===== config.mk =====
export PLATFORM = sky130hd
export DESIGN_NAME = wb_master_if_flat
export DESIGN_NICKNAME = d
export VERILOG_FILES = /design/src/rtl/wb_pkg.sv /design/src/rtl/wb_if.sv /design/src/rtl/wb_timeout_cnt.sv /design/src/rtl/wb_master_if.sv /design/src/flat_wrapper.sv
export SDC_FILE = /design/constraint.sdc
export NUM_CORES = 1
export LEC_CHECK = 0
export BUFFER_PORTS_ARGS = -buffer_cell sky130_fd_sc_hd__buf_2
export CAP_MARGIN = 20
export CORE_MARGIN = 2
export CORE_UTILIZATION = 41
export CTS_CLUSTER_DIAMETER = 100
export DETAILED_ROUTE_END_ITERATION = 10
export PLACE_DENSITY = 0.75
export REMOVE_ABC_BUFFERS = 1
export SKIP_CTS_REPAIR_TIMING = 1
export SLEW_MARGIN = 20
export SYNTH_ARGS = -nofsm -noshare
export SYNTH_HDL_FRONTEND = slang
export SYNTH_SLANG_ARGS = --single-unit

===== constraint.sdc =====
create_clock -name clk -period 3.1 [get_ports clk]
set_input_delay 0 -clock clk [delete_from_list [all_inputs] [get_ports clk]]
set_output_delay 0 -clock clk [all_outputs]
set_load 0.005 [all_outputs]

===== src/rtl/wb_pkg.sv =====
// wb_pkg: shared definitions for the Wishbone master bridge.
//   - default widths and timeout used as parameter defaults
//   - FSM state encoding
//   - stall-vector zero constant
//   - CNT_W: width of the optional BUSY timeout counter
package wb_pkg;

   localparam int DEF_DATA_W  = 32;
   localparam int DEF_ADDR_W  = 32;
   localparam int DEF_STALL_W = 6;
   localparam int DEF_TIMEOUT = 255;
   localparam int CNT_W       = 16;

   localparam logic [DEF_STALL_W-1:0] STALL_ZERO = '0;

   typedef enum logic [1:0] {
      IDLE           = 2'b00,
      BUSY           = 2'b01,
      WAIT_FOR_STALL = 2'b11
   } wb_state_t;

endpackage


===== src/rtl/wb_if.sv =====
// wb_if: Wishbone bus signals between the CPU-side master bridge and a slave.
//   master modport: drives addr/data/we/sel/stb/cyc; receives data/ack/err
//   slave  modport: the mirror image
// Signal names keep the master's point of view (_i = into master).
interface wb_if
   import wb_pkg::*;
#(
   parameter int DATA_W = DEF_DATA_W,
   parameter int ADDR_W = DEF_ADDR_W
) ();

   logic [DATA_W-1:0]   wishbone_data_i;
   logic                wishbone_ack_i;
   logic                wishbone_err_i;
   logic [ADDR_W-1:0]   wishbone_addr_o;
   logic [DATA_W-1:0]   wishbone_data_o;
   logic                wishbone_we_o;
   logic [DATA_W/8-1:0] wishbone_sel_o;
   logic                wishbone_stb_o;
   logic                wishbone_cyc_o;

   modport master (
      input  wishbone_data_i, wishbone_ack_i, wishbone_err_i,
      output wishbone_addr_o, wishbone_data_o, wishbone_we_o, wishbone_sel_o,
             wishbone_stb_o, wishbone_cyc_o
   );

   modport slave (
      output wishbone_data_i, wishbone_ack_i, wishbone_err_i,
      input  wishbone_addr_o, wishbone_data_o, wishbone_we_o, wishbone_sel_o,
             wishbone_stb_o, wishbone_cyc_o
   );

endinterface


===== src/rtl/wb_timeout_cnt.sv =====
// wb_timeout_cnt: counts BUSY cycles of one bus transfer.
//   clk, rst : clock, async active-high reset
//   start    : pulse on the edge that enters BUSY (clears the count)
//   busy     : FSM is in BUSY this cycle (count advances)
//   expired  : this BUSY cycle is the TIMEOUT-th one
// Only instantiated when WB_TIMEOUT_EN is defined.
module wb_timeout_cnt
   import wb_pkg::*;
#(
   parameter int TIMEOUT = DEF_TIMEOUT
) (
   input  logic clk,
   input  logic rst,
   input  logic start,
   input  logic busy,
   output logic expired
);

   // Count is 0 in the first BUSY cycle, so the TIMEOUT-th cycle sees TIMEOUT-1.
   localparam logic [CNT_W-1:0] LAST = CNT_W'(TIMEOUT - 1);

   logic [CNT_W-1:0] cnt_q;

   always_ff @(posedge clk or posedge rst) begin
      if (rst)        cnt_q <= '0;
      else if (start) cnt_q <= '0;
      else if (busy)  cnt_q <= cnt_q + CNT_W'(1);
   end

   assign expired = busy && (cnt_q == LAST);

endmodule


===== src/rtl/wb_master_if.sv =====
// wb_master_if: bridges a stallable CPU pipeline access onto a Wishbone bus.
//   clk, rst         : clock, async active-high reset
//   stall_i, flush_i : pipeline stall vector / exception flush
//   cpu_*_i          : access request (ce, addr, data, we, sel)
//   cpu_data_o/err_o : read data / bus-error-or-timeout result
//   stallreq         : holds the pipeline while the access is pending
//   wb               : Wishbone master port (wb_if.master)
// Optional feature: define WB_TIMEOUT_EN to abort a BUSY transfer after
// TIMEOUT cycles without ack/err (reported as an error).
//
// state          | meaning
// IDLE           | no transfer; a CPU request launches one on the next edge
// BUSY           | stb/cyc asserted, waiting for ack, err, flush or timeout
// WAIT_FOR_STALL | transfer done, pipeline still stalled; result replayed
module wb_master_if
   import wb_pkg::*;
#(
   parameter int DATA_W  = DEF_DATA_W,
   parameter int ADDR_W  = DEF_ADDR_W,
   parameter int STALL_W = DEF_STALL_W,
   parameter int TIMEOUT = DEF_TIMEOUT,
   localparam int SEL_W  = DATA_W / 8
) (
   input  logic              clk,
   input  logic              rst,
   input  logic [STALL_W-1:0] stall_i,
   input  logic              flush_i,
   input  logic              cpu_ce_i,
   input  logic [DATA_W-1:0] cpu_data_i,
   input  logic [ADDR_W-1:0] cpu_addr_i,
   input  logic              cpu_we_i,
   input  logic [SEL_W-1:0]  cpu_sel_i,
   output logic [DATA_W-1:0] cpu_data_o,
   output logic              cpu_err_o,
   output logic              stallreq,
   wb_if.master              wb
);

   if (TIMEOUT < 1 || TIMEOUT > 65535) begin : g_bad_timeout
      $error("wb_master_if: TIMEOUT must be in 1..65535");
   end
   if (DATA_W % 8 != 0) begin : g_bad_width
      $error("wb_master_if: DATA_W must be a multiple of 8");
   end

   wb_state_t         state_q, state_nxt;
   logic [ADDR_W-1:0] addr_q;
   logic [DATA_W-1:0] data_q;
   logic              we_q;
   logic [SEL_W-1:0]  sel_q;
   logic              stb_q;
   logic [DATA_W-1:0] rd_buf_q;
   logic              err_buf_q;

   logic              stall_active;
   logic              timeout_hit;
   logic              launch, bus_end, buf_load;
   logic              stall_c, err_c;
   logic [DATA_W-1:0] data_c;

   assign stall_active = (stall_i != STALL_W'(STALL_ZERO));

`ifdef WB_TIMEOUT_EN
   wb_timeout_cnt #(.TIMEOUT(TIMEOUT)) u_timeout (
      .clk     (clk),
      .rst     (rst),
      .start   (launch),
      .busy    (state_q == BUSY),
      .expired (timeout_hit)
   );
`else
   assign timeout_hit = 1'b0;
`endif

   // Priority in BUSY: err/timeout > ack > flush. A flush only aborts when the
   // slave has not already terminated the cycle, so completed data is never lost.
   always_comb begin
      state_nxt = state_q;
      stall_c   = 1'b0;
      err_c     = 1'b0;
      data_c    = '0;
      launch    = 1'b0;
      bus_end   = 1'b0;
      buf_load  = 1'b0;
      case (state_q)
         IDLE: begin
            if (cpu_ce_i && !flush_i) begin
               stall_c   = 1'b1;
               launch    = 1'b1;
               state_nxt = BUSY;
            end
         end
         BUSY: begin
            if (wb.wishbone_err_i || timeout_hit) begin
               err_c     = 1'b1;
               bus_end   = 1'b1;
               buf_load  = 1'b1;
               state_nxt = stall_active ? WAIT_FOR_STALL : IDLE;
            end else if (wb.wishbone_ack_i) begin
               data_c    = we_q ? '0 : wb.wishbone_data_i;
               bus_end   = 1'b1;
               buf_load  = 1'b1;
               state_nxt = stall_active ? WAIT_FOR_STALL : IDLE;
            end else if (flush_i) begin
               bus_end   = 1'b1;
               state_nxt = IDLE;
            end else begin
               stall_c = 1'b1;
            end
         end
         WAIT_FOR_STALL: begin
            data_c = rd_buf_q;
            err_c  = err_buf_q;
            if (!stall_active) state_nxt = IDLE;
         end
         default: state_nxt = IDLE;
      endcase
   end

   always_ff @(posedge clk or posedge rst) begin
      if (rst) begin
         state_q   <= IDLE;
         addr_q    <= '0;
         data_q    <= '0;
         we_q      <= 1'b0;
         sel_q     <= '0;
         stb_q     <= 1'b0;
         rd_buf_q  <= '0;
         err_buf_q <= 1'b0;
      end else begin
         state_q <= state_nxt;
         if (launch) begin
            addr_q    <= cpu_addr_i;
            data_q    <= cpu_data_i;
            we_q      <= cpu_we_i;
            sel_q     <= cpu_sel_i;
            stb_q     <= 1'b1;
            rd_buf_q  <= '0;
            err_buf_q <= 1'b0;
         end else if (bus_end) begin
            addr_q    <= '0;
            data_q    <= '0;
            we_q      <= 1'b0;
            sel_q     <= '0;
            stb_q     <= 1'b0;
            // Completion keeps the delivered result; a flush abort discards it.
            rd_buf_q  <= buf_load ? data_c : '0;
            err_buf_q <= buf_load ? err_c : 1'b0;
         end
      end
   end

   // Reset must silence the combinational CPU outputs immediately, even while
   // a request or ack is still being presented.
   assign stallreq   = stall_c & ~rst;
   assign cpu_err_o  = err_c & ~rst;
   assign cpu_data_o = rst ? '0 : data_c;

   assign wb.wishbone_addr_o = addr_q;
   assign wb.wishbone_data_o = data_q;
   assign wb.wishbone_we_o   = we_q;
   assign wb.wishbone_sel_o  = sel_q;
   assign wb.wishbone_stb_o  = stb_q;
   assign wb.wishbone_cyc_o  = stb_q;

endmodule


===== src/flat_wrapper.sv =====
// flat-port wrapper written by rule: the top's interface ports become plain ports
module wb_master_if_flat import wb_pkg::*;
#(
   parameter int DATA_W  = DEF_DATA_W,
   parameter int ADDR_W  = DEF_ADDR_W,
   parameter int STALL_W = DEF_STALL_W,
   parameter int TIMEOUT = DEF_TIMEOUT,
   localparam int SEL_W  = DATA_W / 8
)
  (clk, rst, stall_i, flush_i, cpu_ce_i, cpu_data_i, cpu_addr_i, cpu_we_i, cpu_sel_i, cpu_data_o, cpu_err_o, stallreq, wb_wishbone_data_i, wb_wishbone_ack_i, wb_wishbone_err_i, wb_wishbone_addr_o, wb_wishbone_data_o, wb_wishbone_we_o, wb_wishbone_sel_o, wb_wishbone_stb_o, wb_wishbone_cyc_o);
  wb_if #(.DATA_W(DATA_W), .ADDR_W(ADDR_W)) wb_i ();
  input  logic clk;
  input  logic rst;
  input  logic [STALL_W-1:0] stall_i;
  input  logic flush_i;
  input  logic cpu_ce_i;
  input  logic [DATA_W-1:0] cpu_data_i;
  input  logic [ADDR_W-1:0] cpu_addr_i;
  input  logic cpu_we_i;
  input  logic [SEL_W-1:0] cpu_sel_i;
  output logic [DATA_W-1:0] cpu_data_o;
  output logic cpu_err_o;
  output logic stallreq;
  input wire logic [$bits(wb_i.wishbone_data_i)-1:0] wb_wishbone_data_i;
  input wire logic [$bits(wb_i.wishbone_ack_i)-1:0] wb_wishbone_ack_i;
  input wire logic [$bits(wb_i.wishbone_err_i)-1:0] wb_wishbone_err_i;
  output wire logic [$bits(wb_i.wishbone_addr_o)-1:0] wb_wishbone_addr_o;
  output wire logic [$bits(wb_i.wishbone_data_o)-1:0] wb_wishbone_data_o;
  output wire logic [$bits(wb_i.wishbone_we_o)-1:0] wb_wishbone_we_o;
  output wire logic [$bits(wb_i.wishbone_sel_o)-1:0] wb_wishbone_sel_o;
  output wire logic [$bits(wb_i.wishbone_stb_o)-1:0] wb_wishbone_stb_o;
  output wire logic [$bits(wb_i.wishbone_cyc_o)-1:0] wb_wishbone_cyc_o;
  assign wb_i.wishbone_data_i = wb_wishbone_data_i;
  assign wb_i.wishbone_ack_i = wb_wishbone_ack_i;
  assign wb_i.wishbone_err_i = wb_wishbone_err_i;
  assign wb_wishbone_addr_o = wb_i.wishbone_addr_o;
  assign wb_wishbone_data_o = wb_i.wishbone_data_o;
  assign wb_wishbone_we_o = wb_i.wishbone_we_o;
  assign wb_wishbone_sel_o = wb_i.wishbone_sel_o;
  assign wb_wishbone_stb_o = wb_i.wishbone_stb_o;
  assign wb_wishbone_cyc_o = wb_i.wishbone_cyc_o;
  wb_master_if #(.DATA_W(DATA_W), .ADDR_W(ADDR_W), .STALL_W(STALL_W), .TIMEOUT(TIMEOUT)) u_core (.clk(clk), .rst(rst), .stall_i(stall_i), .flush_i(flush_i), .cpu_ce_i(cpu_ce_i), .cpu_data_i(cpu_data_i), .cpu_addr_i(cpu_addr_i), .cpu_we_i(cpu_we_i), .cpu_sel_i(cpu_sel_i), .cpu_data_o(cpu_data_o), .cpu_err_o(cpu_err_o), .stallreq(stallreq), .wb(wb_i));
endmodule

==> results.md <==
- Outcome: finished clean
- Slew @ Worst Pin: 733 ps
- Largest net degree at the start of global routing: 70
- Final Hold Vio Count: 0
- Detailed Routing Iterations Pass 1: 6
- Port Buf Inserts: 217
- Diode count: 0
- Final setup margin: between 900 and 1000 ps
- Filler instances: between 700 and 800
- RSZ-0062 raised after global routing: no
- Fin nets: around 700
- Worst setup SP type: primary input
- Die area: about 0.011 mm²
- Initial Util: a little over two fifths
- Post-synth ARST share: between 90% and 100%
- Final setup vio count: 0
- DP Wirelength: 7130 µm
- Final WL: ~13,000 µm
- Pwr Density: around 700 mW/mm²
- Worst slack at placement: ~1100 ps
- Final min period: approximately 2100 ps
- Number of synthesis warnings: 0
- Worst VDD drop: about 0.34 mV
- Clock latency at the later pin of the worst-skew pair: ~350 ps
- H-tree depth reported by CTS: 3
- Netlist cell types: 25
- Levels on crit path: 7
- Total grt overflow: 0
- Max Clock Freq: between 400 and 500 MHz
- Hold Crit Class: primary input to flop
- CP endpoint kind: primary output
- Crit. Startpoint: rst
- CTS Buf Count: 9
- First-pass GRT wire length: approximately 17,000 µm
- Post-synthesis compound-gate area fraction: 29.1%
- Worst Path Required: 3100 ps
- Crit-path cells: dlygate4sd3_1 -> buf_2 -> inv_4 -> and3_1 -> buf_4 -> a22o_1 -> buf_2
- Xor/xnor share of the synthesized area: 0%
- Hold slack: roughly 26 ps
- Clk_skew: 8.08 ps
- Simple logic cell fraction of the synthesized area: between 2 and 3%
- Area leader, netlist: dfrtp_1
- Max_cap viols: 0
- Layout area overhead: 56.6%
- Vias in the first global route: 3,259
- CP bufs+invs: 5
- R2R depth: 4
- Reg2Reg Setup Slack: roughly 1000 ps
- Avg Cell Area, Syn: approximately 14 µm²
- Relative slew slack: between 50% and 60%
- Predominant post-synthesis flop cell: dfrtp_1
- Post-synth EDFFs: 0
- End of the critical path: cpu_data_o[31]
- Critical path's top delay family: buffers and inverters
- Post-Syn Area: approximately 0.0042 mm²
- Critical path's slowest cell: dlygate4sd3_1
- Placed Cells: around 620
- CTS Root Cell: clkbuf_8
- Sequential element share of the synthesized area: 62.8%
- Row count: 36
- Total GRT Usage: 18.9%
- Post-synth top area share: between 60% and 70%
- Non-Filler Instances: approximately 740
- Worst flop-to-flop path endpoint: u_core.wb.wishbone_addr_o[5]
- Initial DRC count: ~310
- DRC viols: 0
- Count leader, synth: a22o_1
- Routed len/inst: between 15 and 20 µm
- Initial antenna violation count: 0
- Post-synthesis adder-cell area fraction: 0%
- Gpl congestion: between 0.7 and 0.8
- CP Class: primary input to primary output
- Vias per cell: ~5.3
- TritonCTS clock tree: done
- Critical path's largest stage delay: ~530 ps
- Post-synth top cells: a22o_1 (133), dfrtp_1 (105), clkbuf_1 (13)
- Critical path data arrival time: roughly 2100 ps
- Die W: ~110 µm
- Die Span Y: around 110 µm
- I/O pins: ~220
- Vias: 3,938
- Setup_tns: 0 ps
- Clk pin slew, worst setup/hold paths: around 90 ps
- Critical path fanouts, max: 55
- Main area contributors after synthesis: dfrtp_1 (63%), a22o_1 (28%), buf_6 (2.4%)
- Longest Clk Path Bufs: 2
- Layout cells sized above 1: slightly above 40%
- Tcrit/Tclk final: ~68%
- Most frequent CP cell: buf_2
- Placeable core area: about 0.01 mm²
- Clock tree sinks: 105
- Gate count of the mapped netlist: roughly 300
- Final max-slew violation count: 0
- Yosys reg bits: roughly 110
- Detail Route Antenna Nets: 0
- Critical R2R Launch: u_core.state_q[0]
- Main combinational cell family by area after synthesis: compound AO/OA/AOI/OAI gates
- Static Leak: ~3.5 nW
- Mux cell area share after synthesis: less than 1%
==> per-stage QoR <==
| step | area [µm²] | util [%] | total power [mW] |
|---|---|---|---|
| after CTS | 5510 | 56.1 | 4.49 |
| after detailed placement | 5350 | 54.5 | 3.74 |
| after global routing | 6550 | 66.7 | 4.89 |
| after floorplan | 3980 | - | 2.94 |
| final | 6550 | 66.7 | 4.61 |
| after global placement | 5320 | 54.2 | 3.65 |
==> how the worst min path moves through the flow <==
stage                 startpoint                       endpoint  slack [ps]  cells past startpoint
4_1_cts                      rst  u_core.wb.wishbone_addr_o[13]        -230                      2
3_3_place_gp                 rst  u_core.wb.wishbone_data_o[30]         170                      2
6_report       wb_wishbone_ack_i              u_core.state_q[1]          30                      3
2_1_floorplan                rst                       stallreq          30                      1
5_1_grt        wb_wishbone_ack_i              u_core.state_q[1]          30                      3
3_5_place_dp                 rst        u_core.wb.wishbone_we_o         170                      2
==> layer usage <==
metal	GRT usage (%)	vias to the layer above	part of all wire, %
met1	27.5	1909	41
met5	0	-	0
met3	3.31	22	7.3
li1	-	1779	-
met2	28.5	228	50
met4	6.76	0	2.0
==> area by class of cell <==
class / count / area [µm²] / area share, %
Sequential cell: 105 / 2630 / 40.1
Tap cell: 133 / 166 / 2.54
Clock inverter: 5 / 33.8 / 0.515
Timing Repair Buffer: 328 / 2210 / 33.8
Inverter: 2 / 10.0 / 0.153
Multi-Input combinational cell: 159 / 1380 / 21.0
Clock buffer: 10 / 128 / 1.95
==> report_power, final <==
group | leakage [nW] | switching [mW] | internal, mW | total, mW
logic | 2.00 | 0.805 | 0.887 | 1.69
registers | 1.41 | 0.328 | 1.86 | 2.18
clock network | 0.0781 | 0.450 | 0.287 | 0.737
==> cells by family (layout without fill, tap and decap cells) <==
kind of cell,count (synthesis),after routing
compound gates,141,141
buf+inv,34,345
flops,105,105
mux,1,1
simple gates,17,17
==> state kept, by name, indices dropped and copies added (netlist names) <==
signal and flops:
u_core.wb.wishbone_we_o 1, u_core.state_q 2, u_core.wb.wishbone_addr_o 32, u_core.err_buf_q 1, u_core.wb.wishbone_data_o 32, u_core.wb.wishbone_sel_o 4
u_core.rd_buf_q 32, u_core.wb.wishbone_cyc_o 1
==> placed cells by master, fill, tap and decap left out, types with 2 or more instances in the layout <==
cell type / n
a22o_1: 133
clkinv_2: 2
buf_4: 5
o21ai_0: 4
dfrtp_1: 105
nand2b_1: 2
nor2_1: 3
clkinvlp_4: 2
and3_1: 2
nor3_1: 2
dlygate4sd3_1: 104
buf_2: 217
clkbuf_8: 9
==> worst reg2reg max path, delay by kind of cell (launching register included) <==
kind / cells / cell delay [ps]
flip-flops: 1 / 610
AND/OR/NAND/NOR: 1 / 560
AO/OA/AOI/OAI: 2 / 510
buffers and inverters: 1 / 330
(Power assumes the default switching activity.)
